**config.mk**
```make
export PLATFORM = sky130hd
export DESIGN_NAME = pixel_fb_writer_flat
export DESIGN_NICKNAME = d
export VERILOG_FILES = /design/src/rtl/pixel_fb_writer_pkg.sv /design/src/rtl/pixel_fb_writer_if.sv /design/src/rtl/pixel_fb_writer_fifo.sv /design/src/rtl/pixel_fb_writer.sv /design/src/flat_wrapper.sv
export SDC_FILE = /design/constraint.sdc
export NUM_CORES = 1
export LEC_CHECK = 0
export CAP_MARGIN = 20
export CORE_UTILIZATION = 52
export CTS_CLUSTER_DIAMETER = 200
export DETAILED_ROUTE_END_ITERATION = 8
export MAX_ROUTING_LAYER = met4
export PLACE_DENSITY = 0.9
export SLEW_MARGIN = 10
export SYNTH_ARGS = -nofsm -noshare
export SYNTH_HDL_FRONTEND = slang
export SYNTH_SLANG_ARGS = --single-unit
```
**constraint.sdc**
```tcl
create_clock -name _clock -period 3.6 [get_ports _clock]
set_input_delay 0.72 -clock _clock [delete_from_list [all_inputs] [get_ports _clock]]
set_output_delay 0.72 -clock _clock [all_outputs]
set_load 0.1 [all_outputs]
```
**src/rtl/pixel_fb_writer_pkg.sv**
```systemverilog
`default_nettype none
// ============================================================================
// Module   : pixel_pkg
// Purpose  : Shared types, default screen constants and the clip helper for
//            the pixel framebuffer writer.
// Contents : fb_state_t   - writer FSM states (IDLE/RUN/DRAIN/FIN)
//            SCREEN_W_DEF - default screen width
//            SCREEN_H_DEF - default screen height
//            in_bounds()  - full 32-bit signed on-screen test
// Revision : 1.0 - initial release
// ============================================================================
package pixel_pkg;

    typedef enum logic [1:0] {
        IDLE  = 2'd0,
        RUN   = 2'd1,
        DRAIN = 2'd2,
        FIN   = 2'd3
    } fb_state_t;

    localparam int SCREEN_W_DEF = 64;
    localparam int SCREEN_H_DEF = 48;

    // Signed compare on all 32 bits so that negative coordinates and very
    // large ones cannot alias onto the screen.
    function automatic logic in_bounds(input logic signed [31:0] x,
                                       input logic signed [31:0] y,
                                       input int                 w,
                                       input int                 h);
        return (x >= 0) && (x < w) && (y >= 0) && (y < h);
    endfunction

endpackage
`default_nettype wire

```
**src/rtl/pixel_fb_writer_if.sv**
```systemverilog
`default_nettype none
// ============================================================================
// Module   : pixel_fb_writer_if
// Purpose  : Coordinate stream (valid/ready) plus framebuffer write bus.
// Signals  : _in0/_in1      - signed x/y coordinate
//            _in_valid      - coordinate present
//            _in_ready      - writer can accept a coordinate
//            mem_we         - write request
//            mem_addr       - write address
//            mem_data       - write data (colour)
//            mem_ready      - memory accepts the write this cycle
// Modports : slave  - the framebuffer writer
//            master - the environment (coordinate source + memory)
// Revision : 1.0 - initial release
// ============================================================================
interface pixel_fb_writer_if #(
    parameter int ADDR_W  = 12,
    parameter int COLOR_W = 8
);
    logic signed [31:0]  _in0;
    logic signed [31:0]  _in1;
    logic                _in_valid;
    logic                _in_ready;
    logic                mem_we;
    logic [ADDR_W-1:0]   mem_addr;
    logic [COLOR_W-1:0]  mem_data;
    logic                mem_ready;

    modport slave (
        input  _in0, _in1, _in_valid, mem_ready,
        output _in_ready, mem_we, mem_addr, mem_data
    );

    modport master (
        output _in0, _in1, _in_valid, mem_ready,
        input  _in_ready, mem_we, mem_addr, mem_data
    );
endinterface
`default_nettype wire

```
**src/rtl/pixel_fb_writer_fifo.sv**
```systemverilog
`default_nettype none
// ============================================================================
// Module   : pixel_addr_fifo
// Purpose  : Synchronous show-ahead FIFO; the head entry is visible on dout_o
//            whenever the FIFO is not empty (dout_o reads 0 when empty).
// Ports    : _clock, _reset  - clock, synchronous active-high reset
//            flush_i         - empty the FIFO
//            push_i, din_i   - write an entry (ignored when full)
//            pop_i           - drop the head entry (ignored when empty)
//            dout_o          - head entry
//            full_o, empty_o - status flags
//            count_o         - registered occupancy
// Revision : 1.0 - initial release
// ============================================================================
module pixel_addr_fifo #(
    parameter int WIDTH = 12,
    parameter int DEPTH = 4,
    localparam int PTR_W = $clog2(DEPTH)
) (
    input  wire logic             _clock,
    input  wire logic             _reset,
    input  wire logic             flush_i,
    input  wire logic             push_i,
    input  wire logic [WIDTH-1:0] din_i,
    input  wire logic             pop_i,
    output logic      [WIDTH-1:0] dout_o,
    output logic                  full_o,
    output logic                  empty_o,
    output logic      [PTR_W:0]   count_o
);
    logic [WIDTH-1:0] mem_q [DEPTH];
    logic [PTR_W-1:0] wr_ptr_q;
    logic [PTR_W-1:0] rd_ptr_q;
    logic [PTR_W:0]   count_q;
    logic             push_w;
    logic             pop_w;

    assign full_o  = (count_q == (PTR_W+1)'(DEPTH));
    assign empty_o = (count_q == '0);
    assign count_o = count_q;
    assign push_w  = push_i & ~full_o;
    assign pop_w   = pop_i & ~empty_o;
    assign dout_o  = empty_o ? '0 : mem_q[rd_ptr_q];

    // Storage needs no reset; emptiness is tracked by the pointers/count.
    always_ff @(posedge _clock) begin
        if (push_w) begin
            mem_q[wr_ptr_q] <= din_i;
        end
    end

    // Pointers wrap naturally because DEPTH is a power of two.
    always_ff @(posedge _clock) begin
        if (_reset || flush_i) begin
            wr_ptr_q <= '0;
            rd_ptr_q <= '0;
            count_q  <= '0;
        end else begin
            if (push_w) wr_ptr_q <= wr_ptr_q + 1'b1;
            if (pop_w)  rd_ptr_q <= rd_ptr_q + 1'b1;
            case ({push_w, pop_w})
                2'b10:   count_q <= count_q + 1'b1;
                2'b01:   count_q <= count_q - 1'b1;
                default: count_q <= count_q;
            endcase
        end
    end
endmodule
`default_nettype wire

```
**src/rtl/pixel_fb_writer.sv**
```systemverilog
`default_nettype none
// ============================================================================
// Module   : pixel_fb_writer
// Purpose  : Consumes an (x, y) coordinate stream, drops off-screen points,
//            buffers linear addresses in a FIFO and issues colour writes to a
//            single-port framebuffer. Pulses _done once the source is done and
//            every buffered write has been accepted.
// Ports    : _clock, _reset - clock, synchronous active-high reset
//            _start, color  - job start pulse and job colour
//            _src_done      - source finished (level or pulse)
//            bus            - coordinate stream + memory write bus (slave)
//            _done          - one-cycle completion pulse
//            pix_count      - pixels written in the current/last job
//            clip_count     - coordinates dropped (PIXEL_FB_WRITER_STATS_EN)
// Options  : PIXEL_FB_WRITER_STATS_EN - build the clip counter and its port
// Revision : 1.0 - initial release
// ============================================================================
module pixel_fb_writer
    import pixel_pkg::*;
#(
    parameter int SCREEN_W   = SCREEN_W_DEF,
    parameter int SCREEN_H   = SCREEN_H_DEF,
    parameter int ADDR_W     = 12,
    parameter int COLOR_W    = 8,
    parameter int FIFO_DEPTH = 4
) (
    input  wire logic               _clock,
    input  wire logic               _reset,
    input  wire logic               _start,
    input  wire logic [COLOR_W-1:0] color,
    input  wire logic               _src_done,
    pixel_fb_writer_if.slave        bus,
    output logic                    _done,
    output logic [15:0]             pix_count
`ifdef PIXEL_FB_WRITER_STATS_EN
    ,
    output logic [15:0]             clip_count
`endif
);
    localparam int CNT_W = $clog2(FIFO_DEPTH) + 1;

    fb_state_t          state_q;
    logic [COLOR_W-1:0] color_q;
    logic [15:0]        pix_count_q;
    logic               done_q;

    logic               accept_w;
    logic               in_bounds_w;
    logic               push_w;
    logic               pop_w;
    logic               flush_w;
    logic [ADDR_W-1:0]  addr_w;
    logic [ADDR_W-1:0]  head_w;
    logic               full_w;
    logic               empty_w;
    logic [CNT_W-1:0]   count_w;

    assign bus._in_ready = (state_q == RUN) & ~full_w;
    assign accept_w      = bus._in_valid & bus._in_ready;
    assign in_bounds_w   = in_bounds(bus._in0, bus._in1, SCREEN_W, SCREEN_H);
    // Address formed at 32 bits, then truncated to the framebuffer width.
    assign addr_w        = ADDR_W'(bus._in1 * SCREEN_W + bus._in0);
    assign push_w        = accept_w & in_bounds_w;
    assign pop_w         = bus.mem_we & bus.mem_ready;
    assign flush_w       = (state_q == IDLE) & _start;

    assign bus.mem_we    = ~empty_w;
    assign bus.mem_addr  = head_w;
    assign bus.mem_data  = color_q;
    assign _done         = done_q;
    assign pix_count     = pix_count_q;

    pixel_addr_fifo #(
        .WIDTH (ADDR_W),
        .DEPTH (FIFO_DEPTH)
    ) u_fifo (
        ._clock  (_clock),
        ._reset  (_reset),
        .flush_i (flush_w),
        .push_i  (push_w),
        .din_i   (addr_w),
        .pop_i   (pop_w),
        .dout_o  (head_w),
        .full_o  (full_w),
        .empty_o (empty_w),
        .count_o (count_w)
    );

    always_ff @(posedge _clock) begin
        if (_reset) begin
            state_q     <= IDLE;
            color_q     <= '0;
            pix_count_q <= '0;
            done_q      <= 1'b0;
        end else begin
            done_q <= 1'b0;
            if (pop_w && pix_count_q != 16'hFFFF) begin
                pix_count_q <= pix_count_q + 16'd1;
            end
            case (state_q)
                IDLE: begin
                    if (_start) begin
                        state_q     <= RUN;
                        color_q     <= color;
                        pix_count_q <= '0;
                    end
                end
                RUN: begin
                    // A coordinate accepted this same cycle is still pushed.
                    if (_src_done) state_q <= DRAIN;
                end
                DRAIN: begin
                    // Zero occupancy also means no write request is pending.
                    if (count_w == '0) begin
                        state_q <= FIN;
                        done_q  <= 1'b1;
                    end
                end
                FIN:     state_q <= IDLE;
                default: state_q <= IDLE;
            endcase
        end
    end

`ifdef PIXEL_FB_WRITER_STATS_EN
    logic [15:0] clip_count_q;
    assign clip_count = clip_count_q;

    always_ff @(posedge _clock) begin
        if (_reset) begin
            clip_count_q <= '0;
        end else if (flush_w) begin
            clip_count_q <= '0;
        end else if (accept_w && !in_bounds_w && clip_count_q != 16'hFFFF) begin
            clip_count_q <= clip_count_q + 16'd1;
        end
    end
`endif
endmodule
`default_nettype wire

```
**src/flat_wrapper.sv**
```systemverilog
// flat-port wrapper written by rule: the top's interface ports become plain ports
module pixel_fb_writer_flat import pixel_pkg::*;
#(
    parameter int SCREEN_W   = SCREEN_W_DEF,
    parameter int SCREEN_H   = SCREEN_H_DEF,
    parameter int ADDR_W     = 12,
    parameter int COLOR_W    = 8,
    parameter int FIFO_DEPTH = 4
)
  (_clock, _reset, _start, color, _src_done, _done, pix_count, bus__in0, bus__in1, bus__in_valid, bus_mem_ready, bus__in_ready, bus_mem_we, bus_mem_addr, bus_mem_data);
  pixel_fb_writer_if #(.ADDR_W(ADDR_W), .COLOR_W(COLOR_W)) bus_i ();
  input  wire logic _clock;
  input  wire logic _reset;
  input  wire logic _start;
  input  wire logic [COLOR_W-1:0] color;
  input  wire logic _src_done;
  output logic _done;
  output logic [15:0] pix_count;
  input wire logic [$bits(bus_i._in0)-1:0] bus__in0;
  input wire logic [$bits(bus_i._in1)-1:0] bus__in1;
  input wire logic [$bits(bus_i._in_valid)-1:0] bus__in_valid;
  input wire logic [$bits(bus_i.mem_ready)-1:0] bus_mem_ready;
  output wire logic [$bits(bus_i._in_ready)-1:0] bus__in_ready;
  output wire logic [$bits(bus_i.mem_we)-1:0] bus_mem_we;
  output wire logic [$bits(bus_i.mem_addr)-1:0] bus_mem_addr;
  output wire logic [$bits(bus_i.mem_data)-1:0] bus_mem_data;
  assign bus_i._in0 = bus__in0;
  assign bus_i._in1 = bus__in1;
  assign bus_i._in_valid = bus__in_valid;
  assign bus_i.mem_ready = bus_mem_ready;
  assign bus__in_ready = bus_i._in_ready;
  assign bus_mem_we = bus_i.mem_we;
  assign bus_mem_addr = bus_i.mem_addr;
  assign bus_mem_data = bus_i.mem_data;
  pixel_fb_writer #(.SCREEN_W(SCREEN_W), .SCREEN_H(SCREEN_H), .ADDR_W(ADDR_W), .COLOR_W(COLOR_W), .FIFO_DEPTH(FIFO_DEPTH)) u_core (._clock(_clock), ._reset(_reset), ._start(_start), .color(color), ._src_done(_src_done), .bus(bus_i), ._done(_done), .pix_count(pix_count));
endmodule
```
Yosys cells after proc, flatten, opt, wreduce, memory -nomap -nowiden

Memory sizes are Yosys's and may differ from the RTL's. A register that Yosys moved wholly into a read port is not among the register bits.
Index checks and enable logic that the tools add are counted.

Register bits after elaboration: 34
Latch bits: 0
Memory bits (writable): 48
ROM bits: 0
Output and inout port bits: 39
Word-level logic and storage cells: 63
Memories kept: 1

Memory list:

| name                | words | width | read ports | clocked after memory_dff | write ports | line                       | source |
|---|---|---|---|---|---|---|---|
| u_core.u_fifo.mem_q | 4     | 12    | 1          | 1                        | 1           | pixel_fb_writer_fifo.sv:31 | `logic [WIDTH-1:0] mem_q [DEPTH];` |

Add/subtract/negate cells: 6
Multipliers: 0
Div/mod/pow operators: 0
Magnitude comparators: 4
Eq/ne operators: 10
Shift operators: 0
Muxes and demuxes: 14
Bitwise logic cells: 10
Reduce and logical (&&, ||, !) cells: 11

Operators with widths:

| kind                                                                    | count |
|---|---|
| 32-bit by 1-bit >= comparator with 1-bit output (second input constant) | 2 |
| 16-bit two-way mux                                                      | 3 |
| 32-bit by 7-bit < comparator with 1-bit output (second input constant)  | 1 |
| 32-bit by 8-bit < comparator with 1-bit output (second input constant)  | 1 |
| 16-bit by 1-bit adder with 16-bit output (second input constant)        | 1 |
| 16-bit != test (second input constant)                                  | 1 |
| 12-bit adder                                                            | 1 |
| 12-bit two-way mux                                                      | 1 |
| 2-bit two-way mux                                                       | 5 |
| 2-bit case mux with 4 select lines                                      | 1 |
| 1-bit bitwise AND                                                       | 7 |
| 2-bit == test (second input constant)                                   | 3 |
| 3-bit case mux with 2 select lines                                      | 1 |
| 2-bit by 1-bit adder with 2-bit output (second input constant)          | 2 |
| 2-bit by 1-bit == test with 1-bit output (second input constant)        | 2 |
| 1-bit logical AND                                                       | 4 |
| 2-bit != test (second input constant)                                   | 2 |
| 3-bit by 1-bit adder with 3-bit output (second input constant)          | 1 |
| 3-bit == test (second input constant)                                   | 1 |
| 3-bit logical NOT                                                       | 1 |
| 1-bit two-way mux                                                       | 3 |
| 1-bit inverter                                                          | 3 |
| 3-bit AND reduction                                                     | 1 |
| 3-bit by 1-bit subtractor with 3-bit output (second input constant)     | 1 |
| 6 further kinds                                                         | 6 |

Longest topological paths before layout

Word-level depth: 8
Depth in mapped cells: 11
Mapped depth without buffers: 11

Cells and area by module

A second synthesis with hierarchy kept.

Cells, all modules: 325
Area total of the unflattened synthesis: 3932.5 um^2

Modules (own cells, without submodules):

| module          | instances | cells each | area each (um^2) | sequential area each (um^2) |
|---|---|---|---|---|
| pixel_addr_fifo | 1         | 131        | 2312.2           | 1621.6 |
| pixel_fb_writer | 1         | 194        | 1620.3           | 540.5 |

Least setup slack after synthesis

Ideal clock, no wire load.

Path type: reg-to-output
Start point: reg u_core.u_fifo.count_q[0], in the netlist u_core.u_fifo.count_o[0]
End point: out bus_mem_addr[10]
Arrival: 2416 ps
Path slack: 464 ps
Stages on the path, launching flop included: 4
Path buffers: 1
Cell sequence: dfxtp_1 -> or3_1 -> clkbuf_1 -> and2_1

Longest elaborated chain between the ends: 2

RTL lines:

| what                     | line                       | source |
|---|---|---|
| start: declaration       | pixel_fb_writer_fifo.sv:34 | `logic [PTR_W:0] count_q;` |
| start signal: assignment | pixel_fb_writer_fifo.sv:62 | `2'b10: count_q <= count_q + 1'b1;` |
| start signal: assignment | pixel_fb_writer_fifo.sv:63 | `2'b01: count_q <= count_q - 1'b1;` |
| start signal: assignment | pixel_fb_writer_fifo.sv:64 | `default: count_q <= count_q;` |
| 3-bit logical NOT        | pixel_fb_writer_fifo.sv:39 | `assign empty_o = (count_q == '0);` |
| 12-bit two-way mux       | pixel_fb_writer_fifo.sv:43 | `assign dout_o = empty_o ? '0 : mem_q[rd_ptr_q];` |
| end: declaration         | flat_wrapper.sv:25         | `output wire logic [$bits(bus_i.mem_addr)-1:0] bus_mem_addr;` |

Every way passes these cells.

Worst setup path after layout

Start point: in bus__in0[7]
End point: reg u_core.u_fifo.count_q[2], in the netlist u_core.u_fifo.count_o[2]

Longest elaborated chain between the ends: 8
Elaborated cells on any way between the ends: 11
Classes of those cells: order compare (2); eq/ne (2); mux (1); bitwise (2); reduce/logical (4)

RTL lines:

| what                                                                                                                     | line                       | source |
|---|---|---|
| start: declaration                                                                                                       | flat_wrapper.sv:19         | `input wire logic [$bits(bus_i._in0)-1:0] bus__in0;` |
| 32-bit by 1-bit >= comparator with 1-bit output / 32-bit by 8-bit < comparator with 1-bit output (equally long branches) | pixel_fb_writer_pkg.sv:30  | `return (x >= 0) && (x < w) && (y >= 0) && (y < h);` |
| 1-bit logical AND (*) (3 in a row)                                                                                       | pixel_fb_writer_pkg.sv:30  |  |
| 1-bit bitwise AND (*)                                                                                                    | pixel_fb_writer.sv:63      | `assign push_w = accept_w & in_bounds_w;` |
| 1-bit bitwise AND (*)                                                                                                    | pixel_fb_writer_fifo.sv:41 | `assign push_w = push_i & ~full_o;` |
| 2-bit by 1-bit == test with 1-bit output / 2-bit == test (equally long branches)                                         | pixel_fb_writer_fifo.sv:61 | `case ({push_w, pop_w})` |
| 3-bit case mux with 2 select lines / 2-bit nonzero test (equally long branches)                                          | -                          |  |

Every way passes the cells marked *; elsewhere a longest branch is shown, timed or not.
A chain may end at the register's enable or synchronous reset.

==> flow_summary.json <==
{
  "clk_path_buf_depth": 2,
  "final_area_um2": 5500,
  "drt_wl_total_mm": 8.98,
  "worst_slack_ns": 0.601,
  "antenna-diode-count": 0,
  "max_freq_ghz": 0.333,
  "core_area_um2": 7410,
  "clock_latency_ns": 0.34,
  "synth_cell_types": 48,
  "switchingPower_mw": 0.669,
  "outcome": "finished, final reports clean",
  "fin_skew_ns": 0.00744,
  "syn-instance-count": 342,
  "path_max_fanout": 5,
  "yosys_register_bits": 84,
  "route.detailed.drc": 0,
  "cp-start-kind": "input port",
  "cts_tree": "yes",
  "tightest_slew_ns": 1.05,
  "clock_sinks": 84,
  "dpl_cell_area_um2": 5320,
  "grt_pass1_vias": 3207,
  "finalCritPeriodShare_pct": 83.3,
  "reg2reg_from": "u_core.u_fifo.count_o[2]$_SDFFE_PP0P_",
  "syn_area_um2": 4080,
  "initialDrtViolationCount": 149,
  "rr_endpoint": "u_core.u_fifo.count_o[2]$_SDFFE_PP0P_",
  "gp_congestion": 0.915,
  "setup_tns_ns": 0,
  "cts_resized": 0,
  "nets": 558,
  "synth_top_area_share_pct": 35.3,
  "hold_start": "u_core.bus.mem_data[0]$_SDFFE_PP0P_",
  "pwr-share-seq_pct": 48.1,
  "core.rowCount": 31,
  "drv_slew": 0,
  "yosysSeqAreaShare_pct": 53.0,
  "fin_hold_ws_ns": 0.461,
  "worst-endpoint-required_ns": 3.86,
  "power.share.switching_pct": 30.3,
  "ant_nets": 0,
  "vias": 3233,
  "p_per_area_nw_per_um2": 402,
  "syn_area_per_cell_um2": 11.9,
  "antenna_found_initial": 0,
  "hold_buffers": 0,
  "cap_violations": 0,
  "r2r_setup_slack_ns": 0.97,
  "yosys_warnings": 0,
  "pre_cts_slack_ns": 0.254,
  "cts_max_level": 3,
  "grt_usage_pct": 23.2,
  "syn2layout_area_growth_pct": 34.8,
  "end_kind": "flop",
  "grt_max_degree": 20,
  "fillers": 502,
  "critical_path_arrival_ns": 3.26,
  "avgRoutedWirePerCell_um": 15.8,
  "ios": 117,
  "clk_pin_slew_ns": 0.08,
  "io_buffers": 116,
  "power_frac_comb_pct": 23.6,
  "leakagePower_nw": 1.87,
  "synthFlopType": "edfxtp_1",
  "dieWidth_um": 90.6,
  "gr-total-overflow": 0,
  "die_h_um": 90.6,
  "cts_made_buffers": 9,
  "p_clk_share_pct": 28.3,
  "p_int_mw": 1.54,
  "min_to": "u_core.bus.mem_data[0]$_SDFFE_PP0P_",
  "synthTopCellsByArea": "edfxtp_1 (35%), dfxtp_1 (18%), mux4_2 (6.6%)",
  "ys_async_sr_fraction_pct": 0,
  "vias_per_cell": 5.70,
  "syn_nets": 437,
  "max_slew_margin_pct": 29.6,
  "min_path_cells": 2,
  "hp-class": "reg2reg",
  "post-dp-hpwl_mm": 6.68,
  "synth_top_area_cell": "edfxtp_1",
  "drive_above_1_share_pct": 11.5,
  "cts_setup_buffers": 0,
  "worstSetupPathType": "in2reg",
  "finalHoldViolCount": 0,
  "setup_viol": 0,
  "die_area_um2": 8200,
  "synth_edf_count": 48,
  "first_pass_iters": 4,
  "p_total_mw": 2.21,
  "grt_pass1_wl_mm": 14.6,
  "start_util_pct": 55.1,
  "vdd_ir_drop_max_uv": 212,
  "r2r_cells": 8,
  "period_needed_ns": 3.00,
  "rsz0062_at_grt": "no",
  "cts_root_buf": "clkbuf_8"
}
[power groups by stage]
stage	clock network, mW	registers [mW]	logic [mW]
2_1_floorplan	0	1.23	0.185
3_5_place_dp	0	1.09	0.520
3_3_place_gp	0	1.08	0.505
6_report	0.627	1.06	0.521
5_1_grt	0.681	1.07	0.549
4_1_cts	0.642	1.06	0.522
[registers in the layout, summed over array words and instances, names as in the netlist, named ones only]
signal and count:
u_core.u_fifo.mem_q 48, u_core.pix_count 16, u_core.bus.mem_data 8, u_core.u_fifo.count_o 3, u_core.state_q 2, u_core.u_fifo.rd_ptr_q 2
u_core.u_fifo.wr_ptr_q 2, u_core._done 1
[cell families after synthesis]
group	Yosys count	share of synthesized area, %
flops	84	53.0
mux	18	8.10
compound gates	48	7.33
fa+ha+maj	17	5.58
simple gates	139	21.4
buf+inv	28	2.91
xor+xnor	8	1.72
[critical path, stage by stage]
cell             delay (ns)
clkdlybuf4s50_1        0.48
nor4b_1                0.33
nand4_1                0.17
nor4_2                 0.45
inv_1                  0.08
ha_1                   0.24
inv_1                  0.08
fa_1                   0.18
xor2_1                 0.08
or3_1                  0.32
a21oi_1                0.14
[cells in the mapped netlist (2+ instances only)]
cell type	number
nor3b_1	2
o21ai_0	3
a211oi_1	3
mux2i_1	6
inv_1	16
o31ai_1	7
buf_4	2
a21o_1	4
and2_1	19
edfxtp_1	48
nand3_1	12
a21oi_1	23
xnor2_1	3
and4_1	3
or3_1	4
nand2_1	22
or4_1	6
nand2b_1	4
dfxtp_1	36
mux4_2	12
nand4_1	14
nor4_1	25
clkbuf_1	7
nor4_4	2
xor2_1	5
nor4b_1	3
nor4_2	2
nor3_1	5
nor2_1	8
ha_1	15
o21ai_1	3
fa_1	2
[how the worst max path moves through the flow]
| stage | start | end | slack, ns | cells past startpoint |
|---|---|---|---|---|
| after floorplan | u_core.u_fifo.count_o[0]$_SDFFE_PP0P_ | bus_mem_addr[10] | 0.46 | 3 |
| after global placement | bus__in0[7] | u_core.u_fifo.count_o[2]$_SDFFE_PP0P_ | 0.38 | 11 |
| after detailed placement | bus__in0[7] | u_core.u_fifo.count_o[2]$_SDFFE_PP0P_ | 0.25 | 11 |
| after CTS | bus__in0[7] | u_core.u_fifo.count_o[2]$_SDFFE_PP0P_ | 0.62 | 11 |
| after global routing | bus__in0[7] | u_core.u_fifo.count_o[2]$_SDFFE_PP0P_ | 0.43 | 11 |
| final | bus__in0[7] | u_core.u_fifo.count_o[2]$_SDFFE_PP0P_ | 0.60 | 11 |
[cell usage in the layout (no fill, tap or decap), types with 2 or more instances in the layout]
master,instances
a211oi_1,3
a21o_1,4
a21oi_1,23
and2_1,19
and4_1,3
buf_4,19
clkbuf_8,9
clkdlybuf4s50_1,102
clkinv_1,3
clkinv_4,2
dfxtp_1,36
edfxtp_1,48
fa_1,2
ha_1,15
inv_1,16
mux2i_1,6
mux4_2,12
nand2_1,22
nand2b_1,4
nand3_1,12
nand4_1,14
nor2_1,8
nor3_1,5
nor3b_1,2
nor4_1,25
nor4_2,2
nor4_4,2
nor4b_1,3
o21ai_0,3
o21ai_1,3
o31ai_1,7
or3_1,4
or4_1,6
xnor2_1,3
xor2_1,5
[layer usage]
layer | vias up | part of all wire (%) | GRT usage [%]
met4 | 0 | 2.3 | 11.3
met2 | 118 | 51 | 39.0
li1 | 1576 | - | -
met1 | 1525 | 41 | 27.3
met5 | - | 0 | -
met3 | 14 | 5.3 | 3.45
[stage by stage]
stage,util (%),cells
2_1_floorplan,-,342
3_3_place_gp,71.8,551
3_5_place_dp,71.8,551
4_1_cts,74.2,567
5_1_grt,74.2,567
6_report,74.2,567
[area by class of cell]
class | count | area [µm²] | share of cell area, %
Sequential cell | 84 | 2160 | 39.3
Multi-Input combinational cell | 230 | 1800 | 32.7
Timing Repair Buffer | 121 | 1160 | 21.2
Clock buffer | 10 | 128 | 2.32
Tap cell | 99 | 124 | 2.25
Inverter | 17 | 68.8 | 1.25
Clock inverter | 6 | 55.1 | 1.00
No activity file was read; power rests on OpenSTA's default activity.
